==> config.mk <==
export PLATFORM = sky130hd
export DESIGN_NAME = stdp_learning_engine
export DESIGN_NICKNAME = d
export VERILOG_FILES = /design/src/rtl/stdp_pkg.sv /design/src/rtl/stdp_spike_history.sv /design/src/rtl/stdp_learning_engine.sv
export SDC_FILE = /design/constraint.sdc
export NUM_CORES = 1
export LEC_CHECK = 0
export ABC_AREA = 1
export BUFFER_PORTS_ARGS = -buffer_cell sky130_fd_sc_hd__buf_4
export CAP_MARGIN = 5
export CORE_ASPECT_RATIO = 0.7
export CORE_MARGIN = 1
export CORE_UTILIZATION = 45
export CTS_CLUSTER_DIAMETER = 30
export DETAILED_ROUTE_END_ITERATION = 10
export HOLD_SLACK_MARGIN = 0.08
export PLACE_DENSITY_LB_ADDON = 0.12
export SLEW_MARGIN = 20
export SYNTH_ARGS = -nofsm -noshare
export SYNTH_HDL_FRONTEND = slang
export SYNTH_SLANG_ARGS = --single-unit
==> constraint.sdc <==
create_clock -name clock -period 9.05 [get_ports clock]
set_input_delay 0.4525 -clock clock [delete_from_list [all_inputs] [get_ports clock]]
set_output_delay 0.4525 -clock clock [all_outputs]
set_load 0.02 [all_outputs]
==> src/rtl/stdp_pkg.sv <==
// Shared FSM state type and arithmetic helpers for the STDP learning engine.
package stdp_pkg;

    typedef enum logic [1:0] {IDLE, SCAN, DONE} state_e;

    // The nearest spike (lowest set history bit) selects the shift.
    function automatic int unsigned stdp_delta(input logic [31:0] hist,
                                               input int unsigned window,
                                               input int unsigned amp);
        int unsigned d;
        d = 0;
        for (int k = 31; k >= 0; k--) begin
            if ((k < int'(window)) && hist[k]) d = amp >> k;
        end
        return d;
    endfunction

    function automatic int unsigned sat_add(input int sum, input int unsigned wmax);
        if (sum < 0) return 0;
        else if (sum > int'(wmax)) return wmax;
        else return $unsigned(sum);
    endfunction

endpackage

==> src/rtl/stdp_spike_history.sv <==
// WINDOW-deep spike history for one channel; reports whether any spike is held
// and the nearest-spike amplitude AMP >> age.
module stdp_spike_history
    import stdp_pkg::*;
#(
    parameter int WINDOW = 4,
    parameter int AMP    = 4,
    parameter int DW     = 6
) (
    input  logic          clock,
    input  logic          reset,
    input  logic          spike_i,
    output logic          any_o,
    output logic [DW-1:0] delta_o
);

    logic [WINDOW-1:0] hist_q;

    always_ff @(posedge clock or negedge reset) begin
        if (!reset) hist_q <= '0;
        else        hist_q <= {hist_q[WINDOW-2:0], spike_i};
    end

    assign any_o   = |hist_q;
    assign delta_o = DW'(stdp_delta(32'(hist_q), WINDOW, AMP));

endmodule

==> src/rtl/stdp_learning_engine.sv <==
// STDP weight engine for one post-synaptic neuron: snapshots spike histories on a
// learning event, then updates one channel weight per clock with saturation.
module stdp_learning_engine
    import stdp_pkg::*;
#(
    parameter int N_PRE    = 16,
    parameter int W_BITS   = 4,
    parameter int WINDOW   = 4,
    parameter int A_PLUS   = 4,
    parameter int A_MINUS  = 2,
    parameter int W_INIT   = 8,
    parameter int OVR_BITS = 8
) (
    input  logic                      clock,
    input  logic                      reset,
    input  logic                      learn_en,
    input  logic [N_PRE-1:0]          pre_spike,
    input  logic                      post_spike,
    input  logic                      wr_en,
    input  logic [$clog2(N_PRE)-1:0]  wr_addr,
    input  logic [W_BITS-1:0]         wr_data,
    input  logic [$clog2(N_PRE)-1:0]  rd_addr,
    output logic [W_BITS-1:0]         rd_data,
    output logic [N_PRE*W_BITS-1:0]   weights_flat,
    output logic                      busy,
    output logic                      done,
    output logic [OVR_BITS-1:0]       overrun_cnt
);

    localparam int IW = $clog2(N_PRE);
    localparam int DW = W_BITS + 2;
    localparam logic [IW-1:0] LAST_IDX = IW'(N_PRE - 1);
    localparam int W_MAX = (1 << W_BITS) - 1;

    logic [N_PRE-1:0] pre_any;
    logic [DW-1:0]    pre_dp [N_PRE];
    logic             post_any;
    logic [DW-1:0]    post_dm;

    state_e            state_q;
    logic [IW-1:0]     idx_q;
    logic              post_now_q;
    logic              post_any_q;
    logic [DW-1:0]     post_dm_q;
    logic [N_PRE-1:0]  pre_now_q;
    logic [N_PRE-1:0]  pre_any_q;
    logic [DW-1:0]     pre_dp_q [N_PRE];
    logic              busy_q;
    logic              done_q;
    logic [OVR_BITS-1:0] ovr_q;
    logic [W_BITS-1:0] weight_q [N_PRE];
    logic [W_BITS-1:0] rd_data_q;

    logic                 trigger;
    logic signed [DW-1:0] sum_d;
    logic [W_BITS-1:0]    weight_d;

    for (genvar g = 0; g < N_PRE; g++) begin : g_pre
        stdp_spike_history #(.WINDOW(WINDOW), .AMP(A_PLUS), .DW(DW)) u_pre_hist (
            .clock   (clock),
            .reset   (reset),
            .spike_i (pre_spike[g]),
            .any_o   (pre_any[g]),
            .delta_o (pre_dp[g])
        );
    end

    stdp_spike_history #(.WINDOW(WINDOW), .AMP(A_MINUS), .DW(DW)) u_post_hist (
        .clock   (clock),
        .reset   (reset),
        .spike_i (post_spike),
        .any_o   (post_any),
        .delta_o (post_dm)
    );

    // History excludes the current sample, so a same-cycle pre/post pair adds nothing.
    assign trigger = learn_en & (post_spike | ((|pre_spike) & post_any));

    always_comb begin
        sum_d = $signed({2'b00, weight_q[idx_q]});
        if (post_now_q && pre_any_q[idx_q]) sum_d = sum_d + $signed(pre_dp_q[idx_q]);
        if (pre_now_q[idx_q] && post_any_q) sum_d = sum_d - $signed(post_dm_q);
        weight_d = W_BITS'(sat_add(int'(sum_d), W_MAX));
    end

    always_ff @(posedge clock or negedge reset) begin
        if (!reset) begin
            state_q    <= IDLE;
            idx_q      <= '0;
            post_now_q <= 1'b0;
            post_any_q <= 1'b0;
            post_dm_q  <= '0;
            pre_now_q  <= '0;
            pre_any_q  <= '0;
            for (int i = 0; i < N_PRE; i++) pre_dp_q[i] <= '0;
            busy_q     <= 1'b0;
            done_q     <= 1'b0;
            ovr_q      <= '0;
        end else begin
            done_q <= 1'b0;
            case (state_q)
                IDLE: begin
                    if (trigger) begin
                        post_now_q <= post_spike;
                        post_any_q <= post_any;
                        post_dm_q  <= post_dm;
                        pre_now_q  <= pre_spike;
                        pre_any_q  <= pre_any;
                        pre_dp_q   <= pre_dp;
                        idx_q      <= '0;
                        state_q    <= SCAN;
                        busy_q     <= 1'b1;
                    end
                end
                SCAN: begin
                    idx_q <= idx_q + 1'b1;
                    if (idx_q == LAST_IDX) begin
                        state_q <= DONE;
                        done_q  <= 1'b1;
                    end
                end
                DONE: begin
                    state_q <= IDLE;
                    busy_q  <= 1'b0;
                end
                default: begin
                    state_q <= IDLE;
                    busy_q  <= 1'b0;
                end
            endcase
            if (trigger && (state_q != IDLE) && (ovr_q != '1)) ovr_q <= ovr_q + 1'b1;
        end
    end

    // The host write is ordered last so it overrides an engine update to the same channel.
    always_ff @(posedge clock or negedge reset) begin
        if (!reset) begin
            for (int i = 0; i < N_PRE; i++) weight_q[i] <= W_BITS'(W_INIT);
            rd_data_q <= '0;
        end else begin
            rd_data_q <= weight_q[rd_addr];
            if (state_q == SCAN) weight_q[idx_q] <= weight_d;
            if (wr_en) weight_q[wr_addr] <= wr_data;
        end
    end

    for (genvar g = 0; g < N_PRE; g++) begin : g_flat
        assign weights_flat[g*W_BITS +: W_BITS] = weight_q[g];
    end

    assign rd_data     = rd_data_q;
    assign busy        = busy_q;
    assign done        = done_q;
    assign overrun_cnt = ovr_q;

endmodule

==> impl_results.md, run 1 <==
* Tot GR Track Use at 26.7%
* Maximum clock rate at 0.207 GHz
* Slowest-stage cell, CP: buf_4
* Post-route ant nets at 0
* Final Max Tran Viols at 0
* Post-CTS Resized at 0
* Vias per cell at 5.48
* Most common flop cell mapped by yosys: dfrtp_1
* Gr ovfl total at 0
* Delay-heaviest family, CP: buffers and inverters
* Worst Clk Skew at 20.2 ps
* #FFs+latches synth at 236
* CTS Buffer Depth at 3
* Endpoints failing hold at 0
* Via count at 10.6k
* Leakage at 6.76 nW
* Die Ht at 138 um
* WL final at 35.9 mm
* Final Wtd Congestion at 0.929
* Area growth syn-to-layout at 20.8%
* Root Driver: clkbuf_16
* Largest net degree at the start of global routing at about 130
* Vias in the first global route at 9,735
* Net count after synthesis at 1,515
* P per Cell Area at 427 mW/mm2
* Async set-reset flop share out of synthesis at between 90% and 100%
* Clock-pin slew on the worst setup and hold paths at 50 ps
* Worst path most repeated cell: a21oi_1
* Diode count at 0
* Initial antenna violation count at 0
* Critical path class: flip-flop to flip-flop
* Design Area, Final at 0.0143 mm2
* First-pass GRT wire length at 55.0 mm
* Crit start category: flip-flop
* Post-DP HPWL at ~24 mm
* Arrival time at the worst endpoint at 5230 ps
* Area after DPL at ~0.013 mm2
* Max cap viols at 0
* Max VDD drop at between 0.0004 and 0.0005 V
* Chip Width at 196 um
* Row count at just under 50
* Status: finished clean
* Worst-margin pin slew at 1010 ps
* Cells after synthesis at 1,470
* Cts bufs inserted at 41
* IO Pins at 111
* Share of cells above drive strength 1 at 14.2%
* Worst path max stage delay at 790 ps
* Sequential-to-total area share from yosys stat at 50.1%
* Commonest non-fill, non-tap cells in the layout: 242 x nand2_1, 219 x dfrtp_1, 201 x a21oi_1
* Place WS at 4340 ps
* Tcrit/Tclk final at 53.3%
* EDFF count, synth at 0
* Port Buffers at 110
* DRT Pass-1 Iters at 6
* Worst-path cell chain: buf_4 -> a21oi_1 -> o21ai_0 -> a21oi_1 -> or4_1 -> ha_1 -> inv_1 -> fa_1 -> o21ai_1 -> ha_1 -> a21oi_1 -> nand2_1 -> inv_1 -> nand2_1 -> nor2_1 -> o21ai_4 -> buf_4 -> nand3_1 -> a21oi_1
* Crit. End Element: flip-flop
* Crit path buf inv count at 4
* Post-Route Setup TNS at 0 ps
* Worst skew pair latency at 530 ps
* Fin cells at slightly below 2k
* Post-CTS setup buffers at 0
* Final worst slack at between 4000 and 5000 ps
* Final Net Count at 1,622
* Starting Density at 45.9%
* H-Tree Depth at 2
* Most common cell after layout, fill and taps aside: nand2_1
* Wire length per cell at between 15 and 20 um
* Starting DRT DRC Count at 1,071
* Final setup fails at 0
* RSZ-0062 raised after global routing: false
* Synthesized cell area at 0.0118 mm2
* Placed Cells at 1,848
* WP data required at 9460 ps
* Cells on worst reg2reg path at 19
* Final core utilization at 55.5%
* Netlist cell types at 39
* CORE AREA at 0.0257 mm2
* CTS tree: yes
* Synth Area per Inst at 8.05 um2
* Slew margin rel. at 32.6%
* Total number of yosys warnings at 0
* DRC at 0
* CP Depth at 19
* Worst hold path type: input pin to async pin
* Die ar. at 0.0269 mm2
* CTS Sinks at 236
* Min Tclk post-route at ~4800 ps
* # fillers at 2,433
* CP max FO at 100
[layout make-up]
class,count,area (um2),share of cell area (%)
Inverter,204,768,5.37
Multi-Input combinational cell,960,4740,33.1
Clock inverter,22,228,1.59
Timing Repair Buffer,134,1060,7.39
Tap cell,331,414,2.90
Clock buffer,53,1160,8.14
Sequential cell,236,5930,41.5
[sequential cells by signal (all words and copies together), names as in the netlist, 2 cells and up]
name                     cells
g_pre.u_pre_hist.hist_q     64
idx_q                        4
overrun_cnt                  8
post_dm_q                    2
pre_any_q                   16
pre_dp_q                    48
pre_now_q                   16
rd_data                      4
state_q                      2
u_post_hist.hist_q           4
weights_flat                64
[final timing paths]
path / start / end / slack [ps]
hold / removal: reset / pre_dp_q[78] / 10
hold reg to reg: u_post_hist.hist_q[2] / u_post_hist.hist_q[3] / 370
min in group clock: rd_addr[3] / rd_data[0] / 220
setup / recovery: idx_q[0] / weights_flat[62] / 4230
setup reg to reg: idx_q[0] / weights_flat[62] / 4230
max in group asynchronous: reset / idx_q[0] / 7550
[synthesized netlist by cell type (4+ instances only)]
master	count	share of area [%]
inv_1	198	6.3
ha_1	10	1.1
buf_6	15	1.4
nor2_1	150	4.8
o21ai_0	133	5.6
o41ai_1	17	1.3
buf_2	8	0.34
inv_2	5	0.16
nor2_2	6	0.32
a21oi_1	201	8.5
dfrtp_1	220	47
buf_4	7	0.44
dfstp_2	16	3.6
nand3_1	121	5.1
o211ai_1	21	1.3
o21ai_1	8	0.34
nand2_1	243	7.7
clkbuf_1	36	1.1
o31ai_1	8	0.51
buf_1	4	0.13
nand4_1	8	0.42
[stage by stage]
stage	hold slack [ps]	power [mW]
after detailed placement	365	4.51
final	10.2	6.11
after floorplan	157	3.60
after CTS	80.2	6.07
after global placement	354	4.46
after global routing	95.1	6.48
[worst register-to-register path, cell delays in order (launching register included)]
cell	delay, ps
dfrtp_2	380
buf_4	790
a21oi_1	180
o21ai_0	110
a21oi_1	100
or4_1	550
ha_1	210
inv_1	70
fa_1	410
o21ai_1	280
ha_1	290
a21oi_1	140
nand2_1	100
inv_1	60
nand2_1	50
nor2_1	210
o21ai_4	80
buf_4	350
nand3_1	250
a21oi_1	90
[cells by family after synthesis]
kind of cell | Yosys count | share of synthesized area [%]
adder cells (fa/ha/maj) | 12 | 1.40
buffers and inverters | 274 | 9.97
AO/OA/AOI/OAI | 395 | 18.0
XOR/XNOR | 6 | 0.444
flip-flops | 236 | 50.1
multiplexers | 3 | 0.254
AND/OR/NAND/NOR | 544 | 19.8
[metal layers]
layer,GRT usage (%),vias to the layer above,share of wire (%)
met5,0,-,0
met4,6.81,0,1.5
met3,6.95,48,9.6
met2,34.8,450,39
met1,42.5,5065,49
li1,-,5061,-
[power by group]
group	total, mW	leakage (nW)	internal [mW]	switching (mW)
Combinational	2.80	3.30	0.903	1.90
Clock	1.54	0.660	0.978	0.561
Sequential	1.77	2.80	1.45	0.313
[repair_timing]
action / in CTS / in global routing
hold buffers: 17 / 0
hold endpoints to repair: 17 / 0
setup endpoints to repair: 0 / 0
Note: power is estimated with default switching activity, not from simulation.
==> run 2: changes to the inputs <==
- clock period: 9.05 -> 4.95 ns (I/O delays scaled with it)
==> run 2 against run 1 <==
  * Global-route usage grew 0.15 points
  * Combinational power grew 81%
  * Routed wire length shrank 0.79%
  * Sequential power grew 86%
  * Clock power grew 74%
  * Die area is the same
  * Non-clock buffer count grew 10
==> impl_results.md, run 2 (synthesized netlist as in run 1, its figures left out) <==
* Vias in the first global route at 9,664
* Status: finished clean
* Crit path buf inv count at 4
* Share of cells above drive strength 1 at between 10% and 20%
* Diode count at 0
* Post-CTS setup buffers at 0
* Hold_buf cts at 20
* Final setup fails at 0
* Min Tclk post-route at 4430 ps
* Port Buffers at 110
* Row count at 49
* Area growth syn-to-layout at 20.8%
* Cells on worst reg2reg path at 19
* Commonest non-fill, non-tap cells in the layout: 242 x nand2_1, 219 x dfrtp_1, 201 x a21oi_1
* CP Depth at 19
* Reg2Reg Capture Point: weights_flat[57]
* Slowest-stage cell, CP: dfrtp_2
* Final Wtd Congestion at 0.904
* Root Driver: clkbuf_16
* Leakage at 6.78 nW
* End of the critical path: weights_flat[57]
* Maximum clock rate at between 0.2 and 0.25 GHz
* Worst hold path type: input pin to flip-flop
* Max VDD drop at 0.000544 V
* CTS Buffer Depth at 3
* Clock-pin slew on the worst setup and hold paths at 50 ps
* Critical R2R Launch: idx_q[0]
* Largest net degree at the start of global routing at 83
* Die ar. at 0.0269 mm2
* Wire length per cell at ~18 um
* Post-DP HPWL at 24.4 mm
* IO Pins at 111
* Post-route ant nets at 0
* Post-Route Setup TNS at 0 ps
* Slew margin rel. at 34.5%
* Starting Density at 45.9%
* Flop-to-flop setup slack at 520 ps
* Crit start category: flip-flop
* H-Tree Depth at 2
* Final Max Tran Viols at 0
* Tcrit/Tclk final at 89.5%
* Crit. End Element: flip-flop
* Worst path most repeated cell: a21oi_1
* Vias per cell at about 5.5
* Cts bufs inserted at 38
* Final Net Count at roughly 1.6k
* Worst-margin pin slew at approximately 1000 ps
* CORE AREA at 0.0257 mm2
* CTS tree: yes
* Starting DRT DRC Count at 1,090
* Delay-heaviest family, CP: simple AND/OR/NAND/NOR gates
* Via count at roughly 11k
* CP Launch Point: idx_q[0]
* Tot GR Track Use at 26.8%
* First-pass GRT wire length at 55.1 mm
* Worst skew pair latency at 530 ps
* WL final at 35.6 mm
* Final core utilization at 55.5%
* CTS Sinks at between 200 and 250
* Worst path max stage delay at 560 ps
* P per Cell Area at between 700 and 800 mW/mm2
* DRC at 0
* Die Ht at 138 um
* Gr ovfl total at 0
* Critical path class: flip-flop to flip-flop
* Worst Clk Skew at 16.4 ps
* Worst-path cell chain: buf_12 -> a21oi_1 -> o21ai_0 -> a21oi_1 -> or4_1 -> ha_1 -> inv_1 -> fa_1 -> o21ai_1 -> ha_1 -> a21oi_1 -> nand2_1 -> inv_1 -> nand2_1 -> nor2_1 -> o21ai_4 -> buf_4 -> nand3_1 -> a21oi_1
* DRT Pass-1 Iters at 5
* CP max FO at 72
* WP data required at between 5000 and 6000 ps
* RSZ-0062 raised after global routing: false
* Initial antenna violation count at 0
* Max cap viols at 0
* Most common cell after layout, fill and taps aside: nand2_1
* Chip Width at between 150 and 200 um
* Arrival time at the worst endpoint at 4850 ps
* Post-CTS Resized at 0
* Endpoints failing hold at 0
[run 2: cell count changes in the layout (fill, tap and decap cells not counted), sizes merged]
cell	before	now
clkinvlp	7	4
bufinv	2	4
clkbuf	53	49
buf	117	124
dlygate4sd3	17	20
[run 2: worst reg2reg max path: cells and delay by family (launching register included)]
family | cells | cell delay (ps)
buffers and inverters | 4 | 770
flip-flops | 1 | 560
adder cells (fa/ha/maj) | 3 | 900
AND/OR/NAND/NOR | 5 | 1120
AO/OA/AOI/OAI | 7 | 970
[run 2: worst min-delay path by stage]
stage / start / slack, ps / cells past startpoint / endpoint
6_report: wr_data[1] / 130 / 3 / weights_flat[61]
5_1_grt: wr_data[1] / 130 / 3 / weights_flat[61]
2_1_floorplan: reset / -50 / 0 / busy
4_1_cts: wr_data[2] / 120 / 3 / weights_flat[62]
3_3_place_gp: reset / 280 / 1 / pre_any_q[1]
3_5_place_dp: reset / 300 / 1 / pre_any_q[1]
[run 2: stage by stage]
step / hold slack, ps / area (um2) / setup WS [ps] / total power [mW] / instances
finish: 133 / 14300 / 518 / 11.0 / 1945
global route: 128 / 14300 / 201 / 11.8 / 1945
CTS: 122 / 14300 / 586 / 11.0 / 1945
detailed placement: 300 / 12800 / 584 / 8.28 / 1855
global placement: 284 / 12800 / 672 / 8.21 / 1855
floorplan: -48.1 / 11800 / 978 / 6.58 / 1470
[run 2: per-layer routing]
layer | vias to the layer above | GRT usage, % | routed length, um
met3 | 56 | 6.71 | 3250
met5 | - | 0 | 0
met2 | 414 | 35.0 | 13900
met4 | 0 | 7.12 | 643
met1 | 5148 | 42.8 | 17700
li1 | 5077 | - | -
[run 2: where the power goes]
| group | leakage [nW] | internal, mW | switching (mW) |
|---|---|---|---|
| clock network | 0.622 | 1.70 | 0.977 |
| logic | 3.36 | 1.69 | 3.39 |
| registers | 2.80 | 2.66 | 0.628 |
| total | 6.78 | 6.05 | 4.99 |
[run 2: cell type report]
cell class | count | area, um2
Sequential cell | 236 | 5930
Fill cell | 2420 | 11500
Clock buffer | 49 | 1030
Inverter | 204 | 768
Tap cell | 331 | 414
Multi-Input combinational cell | 960 | 4740
Clock inverter | 21 | 255
Timing Repair Buffer | 144 | 1150
==> run 3: changes to the inputs <==
- CORE_MARGIN: 1 -> 2
==> run 3 against run 2 <==
  * Final area up 0.79%
  * Global-route usage is 0.13 points lower
  * Register-to-register slack better by 20 ps
  * Clock power rose by 7.5%
  * Sequential power barely moved
  * Largest power group unchanged
  * Clock skew grew 3.8 ps
  * Critical endpoint is now weights_flat[45]
  * Highest routed layer unchanged
  * Maximum frequency rose by 0.44%
  * Utilization rose by 0.44 points
==> impl_results.md, run 3 (synthesized netlist as in run 1, its figures left out) <==
* Vias in the first global route at 9,884
* IO Pins at 111
* Vias per cell at 5.47
* Max cap viols at 0
* Gr ovfl total at 0
* Via count at 10.6k
* Initial antenna violation count at 0
* Clk pwr share at approximately a quarter
* Area growth syn-to-layout at 21.7%
* Worst skew pair latency at between 500 and 600 ps
* Root Driver: clkbuf_16
* Row count at 49
* CORE AREA at 0.0257 mm2
* Tot GR Track Use at 26.7%
* Final Wtd Congestion at 0.963
* Post-route ant nets at 0
* WL final at 35.7 mm
* Leakage at 6.82 nW
* Diode count at 0
* Worst-margin pin slew at slightly below 1000 ps
* Worst Clk Skew at slightly above 20 ps
* # fillers at 2,380
* Share of cells above drive strength 1 at 14.2%
* RSZ-0062 raised after global routing: false
* Clock-pin slew on the worst setup and hold paths at ~50 ps
* Internal at 6.24 mW
* Starting Density at roughly 46%
* Switching share of power at approximately 45%
* DRC at 0
* DRT Pass-1 Iters at 6
* Chip Width at between 150 and 200 um
* Worst hold path type: input pin to flip-flop
* Net switching power at around 5 mW
* Endpoints failing hold at 0
* Post-DP HPWL at 24.8 mm
* Final setup fails at 0
* Status: finished clean
* Arrival time at the worst endpoint at around 4800 ps
* Max VDD drop at 0.000892 V
* Largest net degree at the start of global routing at around 140
* Wire length per cell at 18.4 um
* Most common cell after layout, fill and taps aside: nand2_1
* Die Ht at 140 um
* Critical path class: flip-flop to flip-flop
* Total power at around 11 mW
* Tcrit/Tclk final at approximately nine tenths
* CTS Buffer Depth at 3
* Starting DRT DRC Count at 1,250
* P per Cell Area at around 780 mW/mm2
* Port Buffers at 110
* Commonest non-fill, non-tap cells in the layout: 242 x nand2_1, 219 x dfrtp_1, 201 x a21oi_1
* Post-CTS setup buffers at 0
* Post-Route Setup TNS at 0 ps
* Min Tclk post-route at 4410 ps
* H-Tree Depth at 2
* WP data required at 5360 ps
* Final Max Tran Viols at 0
* Final Net Count at 1,627
* CTS tree: yes
* CTS Sinks at 236
* CP max FO at 36
* First-pass GRT wire length at ~57 mm
* Die ar. at around 0.028 mm2
* Cts bufs inserted at 40
* Maximum clock rate at between 0.2 and 0.25 GHz
* Crit start category: flip-flop
* Crit. End Element: flip-flop
* Slew margin rel. at 33.8%
* Comb pwr share at 45.4%
* Seq pwr share at slightly below 30%
[run 3: critical path, stage by stage, from the launching register on]
cell     delay (ps)
dfrtp_2         520
inv_4           310
a21oi_1         110
o21ai_0         100
a21oi_1         100
or4_1           520
ha_1            220
inv_1            70
fa_1            400
o21ai_1         270
ha_1            290
a21oi_1         140
nand2_1         100
inv_1            60
nand2_1          50
nor2_1          220
o21ai_4         300
buf_12          270
nand3_1         110
a21oi_1          80
[run 3: worst paths after layout]
path	startpoint	to	slack, ps	cells past startpoint
worst max-delay path	idx_q[0]	weights_flat[45]	540	19
worst min-delay path	wr_data[3]	weights_flat[43]	110	3
worst max register to register	idx_q[0]	weights_flat[45]	540	19
worst min register to register	u_post_hist.hist_q[2]	u_post_hist.hist_q[3]	380	0
max in group asynchronous	reset	weights_flat[45]	3390	3
min in group asynchronous	reset	pre_dp_q[61]	360	2
[run 3: layer usage]
metal / GRT usage [%] / wire (um) / up-vias
met5: 0 / 0 / -
met4: 6.53 / 656 / 0
met3: 6.47 / 3510 / 61
met2: 34.7 / 13800 / 475
met1: 43.4 / 17800 / 5013
li1: - / - / 5092
[run 3: final cells by class]
type | count | area, um2 | share of cell area (%)
Clock inverter | 22 | 322 | 2.23
Tap cell | 331 | 414 | 2.88
Inverter | 204 | 768 | 5.34
Sequential cell | 236 | 5930 | 41.2
Multi-Input combinational cell | 960 | 4740 | 32.9
Clock buffer | 52 | 1090 | 7.54
Timing Repair Buffer | 140 | 1140 | 7.94
[run 3: power groups by stage]
| stage | clock network (mW) | logic (mW) | registers, mW |
|---|---|---|---|
| after floorplan | 0 | 3.17 | 3.41 |
| after global placement | 0 | 4.98 | 3.26 |
| after detailed placement | 0 | 5.01 | 3.26 |
| after CTS | 2.92 | 5.04 | 3.25 |
| after global routing | 3.02 | 5.61 | 3.34 |
| final | 2.88 | 5.11 | 3.26 |
[run 3: stage by stage]
step	utilization, %	worst slack, ps	area, um2	std cells	hold slack [ps]
2_1_floorplan	-	978	11800	1470	-48.1
3_3_place_gp	49.7	731	12800	1852	350
3_5_place_dp	49.7	607	12800	1852	351
4_1_cts	55.9	572	14400	1945	84.4
5_1_grt	55.9	140	14400	1945	98.9
6_report	55.9	537	14400	1945	107
[run 3: what timing repair did]
item | in CTS | in global routing
gates resized for setup | 0 | 0
hold buffers | 19 | 0
hold endpoints to repair | 121 | 0
